## src/rtl/ga_debug_session_controller.sv

```systemverilog
// Debug session controller around a morphologic GA core: assembles the images from
// an RX byte stream, runs the GA, counts generations and streams result packets on TX.
module ga_debug_session_controller #(
   parameter int ImageWidth      = 8,
   parameter int ImageHeight     = 4,
   parameter int ErrorWidth      = $clog2(ImageWidth*ImageHeight),
   parameter int IndividualWidth = 32,
   parameter int CounterWidth    = 16,
   parameter int MaxGenerations  = 2**CounterWidth-1,
   parameter int ReportEvery     = 0
) (
   input  logic                                clk,
   input  logic                                rst,
   input  logic [7:0]                          rxByte,
   input  logic                                rxValid,
   output logic [7:0]                          txByte,
   output logic                                txValid,
   input  logic                                txReady,
   output logic                                gaRst,
   input  logic                                gaCycle,
   input  logic [ErrorWidth-1:0]               gaBestError,
   input  logic [IndividualWidth-1:0]          gaBestIndividual,
   output logic [ImageWidth*ImageHeight-1:0]   origin,
   output logic [ImageWidth*ImageHeight-1:0]   objetive,
   output logic                                busy,
   output logic                                finish,
   output logic                                rxOverrun
);

   localparam int Pix       = ImageWidth*ImageHeight;
   localparam int PixBytes  = (Pix+7)/8;
   localparam int ErrBytes  = (ErrorWidth+7)/8;
   localparam int CntBytes  = (CounterWidth+7)/8;
   localparam int IndBytes  = (IndividualWidth+7)/8;
   localparam int PktBytes  = 1+ErrBytes+CntBytes+IndBytes;
   localparam int LoadBytes = 2*PixBytes;
   localparam int ErrPadW   = ErrBytes*8;
   localparam int CntPadW   = CntBytes*8;
   localparam int IndPadW   = IndBytes*8;
   localparam int BodyW     = ErrPadW+CntPadW+IndPadW;
   localparam int LoadCntW  = $clog2(LoadBytes+1);
   localparam int TxIdxW    = $clog2(PktBytes+1);

   localparam logic [CounterWidth-1:0] MaxGen      = CounterWidth'(MaxGenerations);
   localparam logic [CounterWidth-1:0] RepTarget   = CounterWidth'(ReportEvery);
   localparam logic [LoadCntW-1:0]     LoadLastIdx = LoadCntW'(LoadBytes-1);
   localparam logic [TxIdxW-1:0]       TxLastIdx   = TxIdxW'(PktBytes-1);

   typedef enum logic [1:0] {StLoad, StRun, StSend, StSendFinal} stateT;

   stateT                   state, stateNext;
   logic [LoadBytes*8-1:0]  loadReg;
   logic [LoadCntW-1:0]     loadCnt;
   logic [CounterWidth-1:0] genCnt, repCnt;
   logic [BodyW-1:0]        pktBody, pendBody;
   logic [TxIdxW-1:0]       txIdx;
   logic                    pendValid;
   logic [7:0]              pendStatus;

   logic                    gaSolved, gaTimeout, gaDone, repHit, lastByte;
   logic [CounterWidth-1:0] genInc, genNew, repInc;
   logic [7:0]              doneStatus;
   logic [BodyW-1:0]        snapBody;

   assign origin   = Pix'(loadReg[LoadBytes*8-1 -: PixBytes*8]);
   assign objetive = Pix'(loadReg[PixBytes*8-1:0]);
   assign gaRst    = (state == StLoad) || (state == StSendFinal);
   assign busy     = (state == StRun) || (state == StSend);

   // Generation evaluation: a solve leaves the counter alone and wins over timeout/report
   always_comb begin
      genInc     = genCnt + 1'b1;
      repInc     = repCnt + 1'b1;
      gaSolved   = (gaBestError == '0);
      genNew     = gaSolved ? genCnt : genInc;
      gaTimeout  = !gaSolved && (genInc == MaxGen);
      gaDone     = gaSolved || gaTimeout;
      repHit     = (ReportEvery != 0) && (repInc == RepTarget);
      doneStatus = gaSolved ? 8'h81 : 8'h82;
      snapBody   = {ErrPadW'(gaBestError), CntPadW'(genNew), IndPadW'(gaBestIndividual)};
      lastByte   = txValid && txReady && (txIdx == TxLastIdx);
   end

   always_comb begin
      stateNext = state;
      case (state)
         StLoad:      if (rxValid && loadCnt == LoadLastIdx) stateNext = StRun;
         StRun: begin
            if (gaCycle && gaDone)      stateNext = StSendFinal;
            else if (gaCycle && repHit) stateNext = StSend;
         end
         StSend:      if (lastByte) stateNext = (pendValid || (gaCycle && gaDone)) ? StSendFinal : StRun;
         StSendFinal: if (lastByte) stateNext = StLoad;
         default:     stateNext = StLoad;
      endcase
   end

   always_ff @(posedge clk) begin
      if (rst) state <= StLoad;
      else     state <= stateNext;
   end

   always_ff @(posedge clk) begin
      if (rst) begin
         loadReg    <= '0;
         loadCnt    <= '0;
         genCnt     <= '0;
         repCnt     <= '0;
         pktBody    <= '0;
         pendBody   <= '0;
         pendStatus <= '0;
         pendValid  <= 1'b0;
         txIdx      <= '0;
         txByte     <= '0;
         txValid    <= 1'b0;
         finish     <= 1'b0;
         rxOverrun  <= 1'b0;
      end else begin
         if (rxValid && state != StLoad) rxOverrun <= 1'b1;
         case (state)
            StLoad: if (rxValid) begin
               loadReg <= {loadReg[LoadBytes*8-9:0], rxByte};
               if (loadCnt == '0) finish <= 1'b0;
               if (loadCnt == LoadLastIdx) begin
                  loadCnt   <= '0;
                  genCnt    <= '0;
                  repCnt    <= '0;
                  pendValid <= 1'b0;
               end else begin
                  loadCnt <= loadCnt + 1'b1;
               end
            end
            StRun: if (gaCycle) begin
               genCnt <= genNew;
               if (gaDone || repHit) begin
                  txValid <= 1'b1;
                  txByte  <= gaDone ? doneStatus : 8'h00;
                  pktBody <= snapBody;
                  txIdx   <= '0;
               end
               if (!gaDone) repCnt <= repHit ? '0 : repInc;
            end
            StSend: begin
               // A solve/timeout seen while a progress packet drains is held for afterwards
               if (gaCycle && !pendValid) begin
                  genCnt <= genNew;
                  if (gaDone) begin
                     pendValid  <= 1'b1;
                     pendStatus <= doneStatus;
                     pendBody   <= snapBody;
                  end else begin
                     repCnt <= repHit ? '0 : repInc;
                  end
               end
               if (lastByte) begin
                  pendValid <= 1'b0;
                  txIdx     <= '0;
                  if (pendValid) begin
                     txByte  <= pendStatus;
                     pktBody <= pendBody;
                  end else if (gaCycle && gaDone) begin
                     txByte  <= doneStatus;
                     pktBody <= snapBody;
                  end else begin
                     txValid <= 1'b0;
                  end
               end else if (txValid && txReady) begin
                  txByte  <= pktBody[BodyW-1 -: 8];
                  pktBody <= {pktBody[BodyW-9:0], 8'h00};
                  txIdx   <= txIdx + 1'b1;
               end
            end
            StSendFinal: begin
               if (lastByte) begin
                  txValid <= 1'b0;
                  finish  <= 1'b1;
                  txIdx   <= '0;
               end else if (txValid && txReady) begin
                  txByte  <= pktBody[BodyW-1 -: 8];
                  pktBody <= {pktBody[BodyW-9:0], 8'h00};
                  txIdx   <= txIdx + 1'b1;
               end
            end
            default: ;
         endcase
      end
   end

endmodule

```

## config.mk

```make
export PLATFORM = sky130hd
export DESIGN_NAME = ga_debug_session_controller
export DESIGN_NICKNAME = d
export VERILOG_FILES = /design/src/rtl/ga_debug_session_controller.sv
export SDC_FILE = /design/constraint.sdc
export NUM_CORES = 1
export LEC_CHECK = 0
export CAP_MARGIN = 20
export CELL_PAD_IN_SITES_DETAIL_PLACEMENT = 1
export CELL_PAD_IN_SITES_GLOBAL_PLACEMENT = 1
export CORE_ASPECT_RATIO = 0.6
export CORE_UTILIZATION = 47
export DETAILED_ROUTE_END_ITERATION = 12
export DONT_BUFFER_PORTS = 1
export PLACE_DENSITY_LB_ADDON = 0.1
export SKIP_LAST_GASP = 1
export SLEW_MARGIN = 40
export SYNTH_ARGS = -nofsm -noshare
export SYNTH_HDL_FRONTEND = slang
export SYNTH_SLANG_ARGS = --single-unit
```

## constraint.sdc

```tcl
create_clock -name clk -period 3.3 [get_ports clk]
set_clock_uncertainty 0.05 [all_clocks]
set_input_delay 0.495 -clock clk [delete_from_list [all_inputs] [get_ports clk]]
set_output_delay 0.495 -clock clk [all_outputs]
set_load 0.02 [all_outputs]
```

# Yosys cells after proc, flatten, opt, wreduce, memory -nomap -nowiden
# Cells that the tools add are included.
# classes
add_sub_neg,3
n_eq_ne,23
mux,51
n_reduce_logical,32
# op_table
operator,count
56-bit two-way mux,7
56-bit case mux with 3 select lines,1
16-bit two-way mux,5
8-bit two-way mux,7
16-bit case mux with 3 select lines,1
8-bit case mux with 3 select lines,1
4-bit two-way mux,5
16-bit by 1-bit adder with 16-bit output (second input constant),1
16-bit equality test (second input constant),1
2-bit != test (second input constant),8
5-bit AND reduction,3
1-bit two-way mux,13
2-bit two-way mux,6
4-bit AND reduction,3
2-bit by 1-bit != test with 1-bit output (second input constant),5
4-bit by 1-bit adder with 4-bit output (second input constant),2
4-bit by 3-bit equality test with 1-bit output (second input constant),2
2-bit case mux with 4 select lines,1
4-bit case mux with 2 select lines,1
2-bit nonzero test,4
1-bit logical AND,7
7-bit AND reduction,1
3-bit nonzero test,2
5-bit logical NOT,1
15 further kinds,21
# totals
regBits,219
input_bits,50
elab_cells,122

# Depth between registers and ports, before layout
# Gate-level depths: netlist of the first run.
# logic_depth
depth_word,9
ltp_mapped,13
ltp_nobuf,9

# Least setup slack after synthesis of the first run
# No wires, ideal clock.
# synth_path
path_type,input-to-reg
from,input port gaBestError[0]
to,register pktBody[47]
arrival_time_ns,2.347
required_time_ns,3.124
slack_ns,0.778
path_stages,9
n_path_buf,4
cell_sequence,or4_4 -> or2_1 -> buf_2 -> nor2_1 -> o31a_1 -> buf_4 -> buf_4 -> buf_2 -> o21ai_0
# synth_via
elab_chain_cells,7
# synth_lines
element,line,text
start: declaration,21,"input logic [ErrorWidth-1:0] gaBestError,"
5-bit logical NOT *,74,gaSolved = (gaBestError == '0);
1-bit logical NOT,76,gaTimeout = !gaSolved && (genInc == MaxGen);
1-bit logical AND,76,
1-bit logical OR,77,gaDone = gaSolved || gaTimeout;
1-bit logical AND,161,end else if (gaCycle && gaDone) begin
4-bit by 3-bit != test with 1-bit output (no source line),n/a,
5-bit AND reduction (no source line),n/a,
end signal: assignment,160,pktBody <= pendBody;
end signal: assignment,163,pktBody <= snapBody;
end signal: assignment,169,"pktBody <= {pktBody[BodyW-9:0], 8'h00};"
end: declaration,55,"logic [BodyW-1:0] pktBody, pendBody;"
# Mark *: on every way between the ends. The rest lies on a longest branch, timed or not. The select of a mux whose other input is x is not followed.
# A chain may end at the register's enable or synchronous reset.

# Worst setup path in the final report of the first run
# layout_path
from,register genCnt[0]
to,register pktBody[55]
# layout_via
elab_chain_cells,7
# layout_lines
element,line,text
start: declaration,54,"logic [CounterWidth-1:0] genCnt, repCnt;"
start signal: assignment,134,genCnt <= genNew;
start signal: assignment,146,genCnt <= genNew;
16-bit by 1-bit adder with 16-bit output *,72,genInc = genCnt + 1'b1;
16-bit equality test *,76,
1-bit logical AND *,76,
1-bit logical OR *,77,
1-bit logical AND,161,
4-bit by 3-bit != test with 1-bit output (no source line),n/a,
5-bit AND reduction (no source line) *,n/a,
# Mark *: on every way between the ends. The rest lies on a longest branch, timed or not.

==> impl_metrics.ini, run 1 <==
[run]
drv_cap = 0

[critical_path]
cp_max_fo = 11
critPathLaunchType = register
worstPathRequired_ns = 3.65
path_class = reg2reg
setup.worst_path.end_class = register
cp.arrival_ns = 3.51
worstRegToRegCells = 8

[floorplan]
ios = 127
dieWidth_um = 185
dieHeight_um = 112
core-area_sq_um = 19400
die-area_sq_um = 20800
initial_utilization_pct = 48.9
rows = 39

[layout]
layoutNonFillerInstCount = 1453
fill_cells = 2375
multi_input_area_sq_um = 4770
antennaDiodeCount = 0
nNetsFinal = 1233
drive_gt1_share_pct = 6.99
area.growth.synth_to_final_pct = 9.95
final_cell_area_sq_um = 10400
seq_area_sq_um = 4280

[yosys]
synth_warnings = 0
synth_cell_type_count = 57
synth-main-ff-cell = dfxtp_1
synth_top_area_share_pct = 45.2
syn_inst = 1222
async_flop_share_pct = 0
synth_fp_nets = 1282
synthTopCellsByArea = dfxtp_1 (45%), nand2_1 (13%), a21oi_1 (9.2%)
ys_ff_latch = 214
syn_area_per_cell_sq_um = 7.76
syn-cell-area_sq_um = 9480
yosys.area.top_type = dfxtp_1
synth_edf_count = 0
ys_seq_area_share_pct = 45.2

[clock_network]
clk_latency_ns = 0.51
path_clk_slew_ns = 0.06
cts_tree = built
cts_root_buf = clkbuf_16
clock-sinks = 214
cts_made_buffers = 21
htree_levels = 1
post-cts-setup-buffers = 0
clockBufferDepth = 3

[sta]
maxSlewHeadroom_pct = 52.0
hold_viol = 0
finalMaxSlewViolations = 0
finalSetupTns_ns = 0
fmax_mhz = 316
hold_ws_ns = 0.0572
rsz0062_at_grt = no
setup_viol = 0
worst_slew_pin_slew_ns = 0.714
min_period_ns = 3.16
period_share_pct = 95.8

[grt]
track_usage_pct = 28.3
grt_first_pass_wirelength_um = 47200
overflow = 0
grt_pass1_vias = 8580
grt_max_degree = 200
antenna_found_initial = 0

[placement]
post-dp-hpwl_um = 19400
io_buffers = 0
dp.cells = 1411
placedInstanceArea_sq_um = 9690
gp_congestion = 0.941

[routing]
wl_per_cell_um = 20.2
drtIter0Drc = 780
vias = 8723
drt-vias-per-instance = 6.00
antenna_left = 0
drt_pass1_iterations = 5
routed_wl_um = 29400
drc_errors = 0

[worst_hold_path]
hold_class = in2reg
hold_depth = 1

[power]
powerDensity_nw_per_um2 = 648
peakVddDrop_v = 0.000300
p_leak_uw = 0.00331
p_total_uw = 6760

[status]
status = finished, final reports clean
-- flip-flops by register name (all words and copies together) (netlist names) --
register and cells:
pendStatus 3, loadReg 64, genCnt 16, pktBody 56
txValid 1, rxOverrun 1, pendValid 1, finish 1
state 2, txByte 8, loadCnt 4, pendBody 53
txIdx 4
-- repair_timing --
action                                  in CTS  in global routing
endpoints found under the setup margin       0                  0
resized for setup                            0                  0
endpoints found under the hold margin        4                  3
hold buffers                                 2                  3
-- metrics by stage --
step,util [%],worst slack (ns)
floorplan,-,0.778
global placement,50.0,0.420
detailed placement,50.0,0.303
CTS,53.6,0.269
global route,53.8,0.0292
finish,53.8,0.140
-- synthesized netlist by cell type, drive strengths merged, types with 4 or more instances --
cell type	n
a21oi	175
nor2b	4
clkbuf	75
mux2i	6
ha	10
a22o	17
nor2	108
nand2	322
inv	17
and2	6
nand3	9
a22oi	9
a221oi	41
dfxtp	214
xnor2	9
nand4	13
o21ai	12
nor3	25
a211oi	51
nand3b	4
buf	28
a21o	6
xor2	8
o32ai	8
-- layout by cell type, fill, tap and decap left out, types with 6 or more instances in the layout --
master     count
inv_1         17
nand4_1       11
xor2_1         8
o21ai_0       10
clkbuf_1       6
a21oi_1      172
a211oi_1      51
nand3_1        9
nand2_1      320
a22oi_1        9
a22o_1        17
a221oi_1      40
mux2i_1        6
o32ai_1        8
ha_1          10
clkbuf_8       6
nor2_1       106
a21o_1         6
dfxtp_1      214
nor3_1        24
clkbuf_16     21
buf_4         22
xnor2_1        9
-- path summary, 6_finish.rpt --
kind / start / to / slack [ns]
setup / recovery: genCnt[0]$_SDFFE_PP0P_ / pktBody[55]$_SDFFE_PP0P_ / 0.14
hold / removal: rst / pendBody[1]$_SDFFE_PP0P_ / 0.06
setup reg to reg: genCnt[0]$_SDFFE_PP0P_ / pktBody[55]$_SDFFE_PP0P_ / 0.14
hold reg to reg: pendBody[0]$_SDFFE_PP0P_ / pendBody[0]$_SDFFE_PP0P_ / 0.40
-- routing by layer --
metal	global-route usage (%)	share of wire, %	up-vias
met1	44.0	51	4318
met4	4.68	1.2	0
met3	5.74	6.8	27
met2	40.3	41	225
li1	-	-	4153
met5	0	0	-
-- layout make-up --
cell class / count / area share [%]
multi-input cells: 888 / 45.7
flip-flops and latches: 214 / 41.1
clock buffers: 33 / 6.05
well taps: 266 / 3.19
repair buffers: 31 / 2.83
inverters: 17 / 0.612
clock inverters: 4 / 0.492
-- critical path, stage by stage, from the launching register on --
cell and delay (ns):
dfxtp_1 0.42, ha_1 0.37, nor4bb_1 0.29, nand4_1 0.14, o211ai_1 0.26, nand4_1 0.37, and2_4 0.28, or4_1 0.66
o32ai_1 0.22
-- cell families after synthesis --
logic type | Yosys count | share of synthesized area [%]
buffers and inverters | 120 | 5.24
xor gates and xnor gates | 17 | 1.57
and+or+nand+nor | 514 | 22.9
DFF | 214 | 45.2
AOI/OAI and AO/OA | 341 | 23.2
adders and majority gates | 10 | 1.32
muxes | 6 | 0.634
-- where the power goes --
group          total, uW  internal, uW  switching (uW)
combinational       1170           403             771
clock               2420          1390            1030
sequential          3160          2840             325
total               6760          4630            2130
Power figures use the tool's default switching activity.
==> run 2, diff against run 1 <==
--- a/config.mk
+++ b/config.mk
@@ -12,7 +12,7 @@
 export CORE_UTILIZATION = 47
 export DETAILED_ROUTE_END_ITERATION = 12
 export DONT_BUFFER_PORTS = 1
-export PLACE_DENSITY_LB_ADDON = 0.1
+export PLACE_DENSITY_LB_ADDON = 0.3
 export SKIP_LAST_GASP = 1
 export SLEW_MARGIN = 40
 export SYNTH_ARGS = -nofsm -noshare
==> impl_metrics.ini, run 2 (synthesized netlist as in run 1, its figures left out) <==
[routing]
drc_errors = 0
vias = 8755
antenna_left = 0
drtIter0Drc = 772
routed_wl_um = 30300
drt-vias-per-instance = 6.03
drt_pass1_iterations = 5
wl_per_cell_um = 20.8

[clock_network]
cts_root_buf = clkbuf_16
cts_made_buffers = 21
clk_latency_ns = 0.51
cts_tree = built
clock-sinks = 214
htree_levels = 1
cts_resized = 0
clockBufferDepth = 3
path_clk_slew_ns = 0.07
cts_hold_buf = 1
post-cts-setup-buffers = 0

[critical_path]
cp.arrival_ns = 3.44
worst-r2r-setup-slack_ns = 0.22
cp_max_fo = 11
critPathLaunchType = register
cp_slowest_cell = or4_1
worstPathRequired_ns = 3.66
cp_slowest_stage_delay_ns = 0.65
r2r_end = txByte[2]$_SDFFE_PP0P_
worstRegToRegCells = 8
cp_cell_sequence = ha_1 -> nor2b_1 -> nand4_1 -> o211ai_1 -> nand4_1 -> and2_4 -> or4_1 -> o32ai_1
r2r-start = genCnt[0]$_SDFFE_PP0P_
setup.worst_path.end_class = register
crit_top_cell = nand4_1
path_class = reg2reg

[layout]
final_cell_area_sq_um = 10400
final_cell_mix = nand2_1 (321), dfxtp_1 (214), a21oi_1 (172), nor2_1 (106), a211oi_1 (51)
drive_gt1_share_pct = 7.08
largest_reg_flops = 64
final_common_cell = nand2_1
area.growth.synth_to_final_pct = 10.1
largest-register = loadReg
top_regs = loadReg: 64 flops, pktBody: 56 flops, pendBody: 53 flops
fill_cells = 2372
nNetsFinal = 1231
antennaDiodeCount = 0

[sta]
hold_viol = 0
finalMaxSlewViolations = 0
rsz0062_at_grt = no
setup_viol = 0
fmax_mhz = 324
maxSlewHeadroom_pct = 48.6
period_share_pct = 93.4
worst_slew_pin_slew_ns = 0.769
finalSetupTns_ns = 0
min_period_ns = 3.08

[power]
powerDensity_nw_per_um2 = 663
clkPwrFrac_pct = 37.3
switching_share_pct = 31.2
p_int_uw = 4760
power_switching_uw = 2160
p_leak_uw = 0.00332
peakVddDrop_v = 0.000438
seq_power_share_pct = 45.5
pwr-share-comb_pct = 17.2

[grt]
grt_first_pass_wirelength_um = 48400
overflow = 0
track_usage_pct = 29.1
antenna_found_initial = 0
grt_max_degree = 208
grt_pass1_vias = 8674

[placement]
placedInstanceArea_sq_um = 9660
io_buffers = 0
post-dp-hpwl_um = 19500
gp_congestion = 0.873

[floorplan]
core-area_sq_um = 19400
initial_utilization_pct = 48.9
rows = 39
dieHeight_um = 112
die-area_sq_um = 20800
ios = 127
dieWidth_um = 185

[status]
status = finished, final reports clean

[worst_hold_path]
hold_depth = 1
hold_path_end = pendBody[52]$_SDFFE_PP0P_
hold_path_startpoint = rst
hold_class = in2reg

[run]
drv_cap = 0
[run 2: worst max-delay path: cells and delay by family (launching register included)]
family,cells,cell delay (ns)
AOI/OAI and AO/OA,2,0.34
DFF,1,0.56
adders and majority gates,1,0.40
and+or+nand+nor,5,1.63
[run 2: metal layers]
metal	wire length, um	track usage (%)	vias to the layer above
met3	1930	6.59	34
met1	14800	43.2	4348
met5	0	0	-
li1	-	-	4146
met4	448	5.07	0
met2	13100	43.4	227
[run 2: power by group through the flow]
stage	logic (uW)	registers (uW)	clock network [uW]
5_1_grt	1330	3170	2720
3_3_place_gp	1100	3180	0
2_1_floorplan	929	3090	0
6_report	1190	3150	2590
3_5_place_dp	1160	3190	0
4_1_cts	1180	3140	2620
[run 2: worst max-delay path by stage]
stage	from	slack, ns	end
detailed placement	genCnt[0]$_SDFFE_PP0P_	0.32	txByte[2]$_SDFFE_PP0P_
global placement	genCnt[7]$_SDFFE_PP0P_	0.43	txByte[6]$_SDFFE_PP0P_
global route	genCnt[0]$_SDFFE_PP0P_	0.06	pktBody[37]$_SDFFE_PP0P_
finish	genCnt[0]$_SDFFE_PP0P_	0.22	txByte[2]$_SDFFE_PP0P_
floorplan	gaBestError[0]	0.78	pktBody[47]$_SDFFE_PP0P_
CTS	genCnt[0]$_SDFFE_PP0P_	0.28	pktBody[19]$_SDFFE_PP0P_
[run 2: per-stage QoR]
| stage | util [%] | power [uW] | setup slack, ns | hold WS [ns] | cells |
|---|---|---|---|---|---|
| finish | 53.9 | 6920 | 0.218 | 0.0514 | 1452 |
| global route | 53.9 | 7220 | 0.0561 | 0.0234 | 1452 |
| CTS | 53.7 | 6940 | 0.277 | 0.000191 | 1449 |
| detailed placement | 49.9 | 4340 | 0.321 | 0.391 | 1410 |
| global placement | 49.9 | 4280 | 0.430 | 0.386 | 1410 |
| floorplan | - | 4020 | 0.778 | 0.386 | 1222 |
[run 2: cell type report]
class                   instances  area (sq um)  share of cell area (%)
clock buffers                  26           564                    5.41
clock inverters                12           169                    1.62
inverters                      17          63.8                   0.611
multi-input cells             888          4760                    45.6
flip-flops and latches        214          4280                    41.0
well taps                     266           333                    3.19
repair buffers                 29           265                    2.54
==> run 3, diff against run 2 <==
--- a/config.mk
+++ b/config.mk
@@ -9,7 +9,7 @@
 export CELL_PAD_IN_SITES_DETAIL_PLACEMENT = 1
 export CELL_PAD_IN_SITES_GLOBAL_PLACEMENT = 1
 export CORE_ASPECT_RATIO = 0.6
-export CORE_UTILIZATION = 47
+export CORE_UTILIZATION = 50
 export DETAILED_ROUTE_END_ITERATION = 12
 export DONT_BUFFER_PORTS = 1
 export PLACE_DENSITY_LB_ADDON = 0.3
==> constraint.sdc (replaced) <==
create_clock -name clk -period 3.7 [get_ports clk]
set_clock_uncertainty 0.05 [all_clocks]
set_input_delay 0.74 -clock clk [delete_from_list [all_inputs] [get_ports clk]]
set_output_delay 0.74 -clock clk [all_outputs]
set_load 0.02 [all_outputs]
==> impl_metrics.ini, run 3 (synthesized netlist as in run 1, its figures left out) <==
[critical_path]
worstRegToRegCells = 9
worst-r2r-setup-slack_ns = 0.52
cp_slowest_cell = and4_1
cp.arrival_ns = 3.54
path_class = reg2reg
cp_top_family = simple AND/OR/NAND/NOR gates
cp_cell_sequence = ha_1 -> nor4bb_1 -> nand4_1 -> o211ai_1 -> and4_1 -> o31a_2 -> buf_12 -> nor2_1 -> a211oi_1
worstPathRequired_ns = 4.05
critPathLaunchType = register
cp_max_fo = 80
path_depth = 9
cp_slowest_stage_delay_ns = 0.47
setup.worst_path.end_class = register
critPathBufInv = 1

[grt]
grt_max_degree = 208
overflow = 0
antenna_found_initial = 0
track_usage_pct = 29.5
grt_first_pass_wirelength_um = 46700
grt_pass1_vias = 8653

[routing]
drt-vias-per-instance = 6.16
drt_pass1_iterations = 9
routed_wl_um = 29000
wl_per_cell_um = 20.5
drtIter0Drc = 797
antenna_left = 0
vias = 8725
drc_errors = 4

[sta]
finalMaxSlewViolations = 0
period_share_pct = 86.0
min_period_ns = 3.18
worst_slew_pin_slew_ns = 0.832
hold_viol = 0
maxSlewHeadroom_pct = 44.1
setup_viol = 0
fmax_mhz = 314
finalSetupTns_ns = 0
fin_ws_ns = 0.517
rsz0062_at_grt = no
hold_ws_ns = 0.250

[worst_hold_path]
hold_class = in2reg
hold_depth = 1

[placement]
post-dp-hpwl_um = 18800
placedInstanceArea_sq_um = 9590
dp.cells = 1379
gp_congestion = 0.870
io_buffers = 0
place_ws_ns = 0.527

[layout]
largest_reg_flops = 64
largest-register = loadReg
drive_gt1_share_pct = 6.37
seq_area_sq_um = 4280
final_common_cell = nand2_1
antennaDiodeCount = 0
nNetsFinal = 1222
final_cell_mix = nand2_1 (321), dfxtp_1 (214), a21oi_1 (172), nor2_1 (106), a211oi_1 (51)
top_regs = loadReg: 64 flops, pktBody: 56 flops, pendBody: 53 flops
final_cell_area_sq_um = 10300
area.growth.synth_to_final_pct = 8.50
layoutNonFillerInstCount = 1417
fill_cells = 2270
multi_input_area_sq_um = 4760

[clock_network]
clockBufferDepth = 3
htree_levels = 1
clock-sinks = 214
cts_root_buf = clkbuf_16
post-cts-setup-buffers = 0
clk_latency_ns = 0.51
cts_made_buffers = 21
path_clk_slew_ns = 0.07
cts_hold_buf = 0
cts_resized = 0
cts_tree = built

[floorplan]
dieWidth_um = 180
initial_utilization_pct = 51.8
ios = 127
rows = 38
die-area_sq_um = 19500
dieHeight_um = 109
core-area_sq_um = 18300

[power]
p_leak_uw = 0.00326
powerDensity_nw_per_um2 = 585
peakVddDrop_v = 0.000289

[run]
drv_cap = 0

[status]
violations = design-rule violations
status = finished, violations left
## run 3: cell types whose count changed in the layout (fill, tap and decap cells not counted)
| cell | before | now |
|---|---|---|
| dlygate4sd3_1 | 4 | 0 |
| clkbuf_1 | 3 | 6 |
| clkinvlp_4 | 2 | 0 |
| bufinv_16 | 4 | 1 |
| clkbuf_8 | 2 | 7 |
| buf_4 | 22 | 17 |
| clkinv_2 | 5 | 2 |
| and2_2 | 1 | 0 |
| and2_1 | 4 | 5 |
## run 3: per-stage QoR
step	total power (uW)	util, %
6_report	6020	56.2
4_1_cts	6040	56.2
2_1_floorplan	3580	-
3_3_place_gp	3800	52.4
5_1_grt	6280	56.2
3_5_place_dp	3860	52.4
## run 3: worst paths after layout
check,from,endpoint
worst max-delay path,genCnt[0]$_SDFFE_PP0P_,pktBody[28]$_SDFFE_PP0P_
worst min-delay path,rst,loadReg[57]$_SDFFE_PP0P_
worst max register to register,genCnt[0]$_SDFFE_PP0P_,pktBody[28]$_SDFFE_PP0P_
worst min register to register,pendBody[3]$_SDFFE_PP0P_,pendBody[3]$_SDFFE_PP0P_
## run 3: per-layer routing
layer	track usage (%)	share of wire [%]	up-vias
li1	-	-	4113
met1	43.6	49	4328
met2	44.9	43	250
met3	5.58	7.0	34
met4	5.60	1.3	0
met5	0	0	-
## run 3: layout make-up
| cell class | count | area share, % |
|---|---|---|
| Multi-Input combinational cell | 888 | 46.2 |
| Sequential cell | 214 | 41.6 |
| Clock buffer | 34 | 6.26 |
| Tap cell | 240 | 2.92 |
| Timing Repair Buffer | 20 | 1.82 |
| Inverter | 17 | 0.620 |
| Clock inverter | 4 | 0.474 |
## run 3: report_power, final
group          switching [uW]  total (uW)  internal [uW]
logic                     675        1020            342
registers                 286        2820           2530
clock network             923        2190           1260
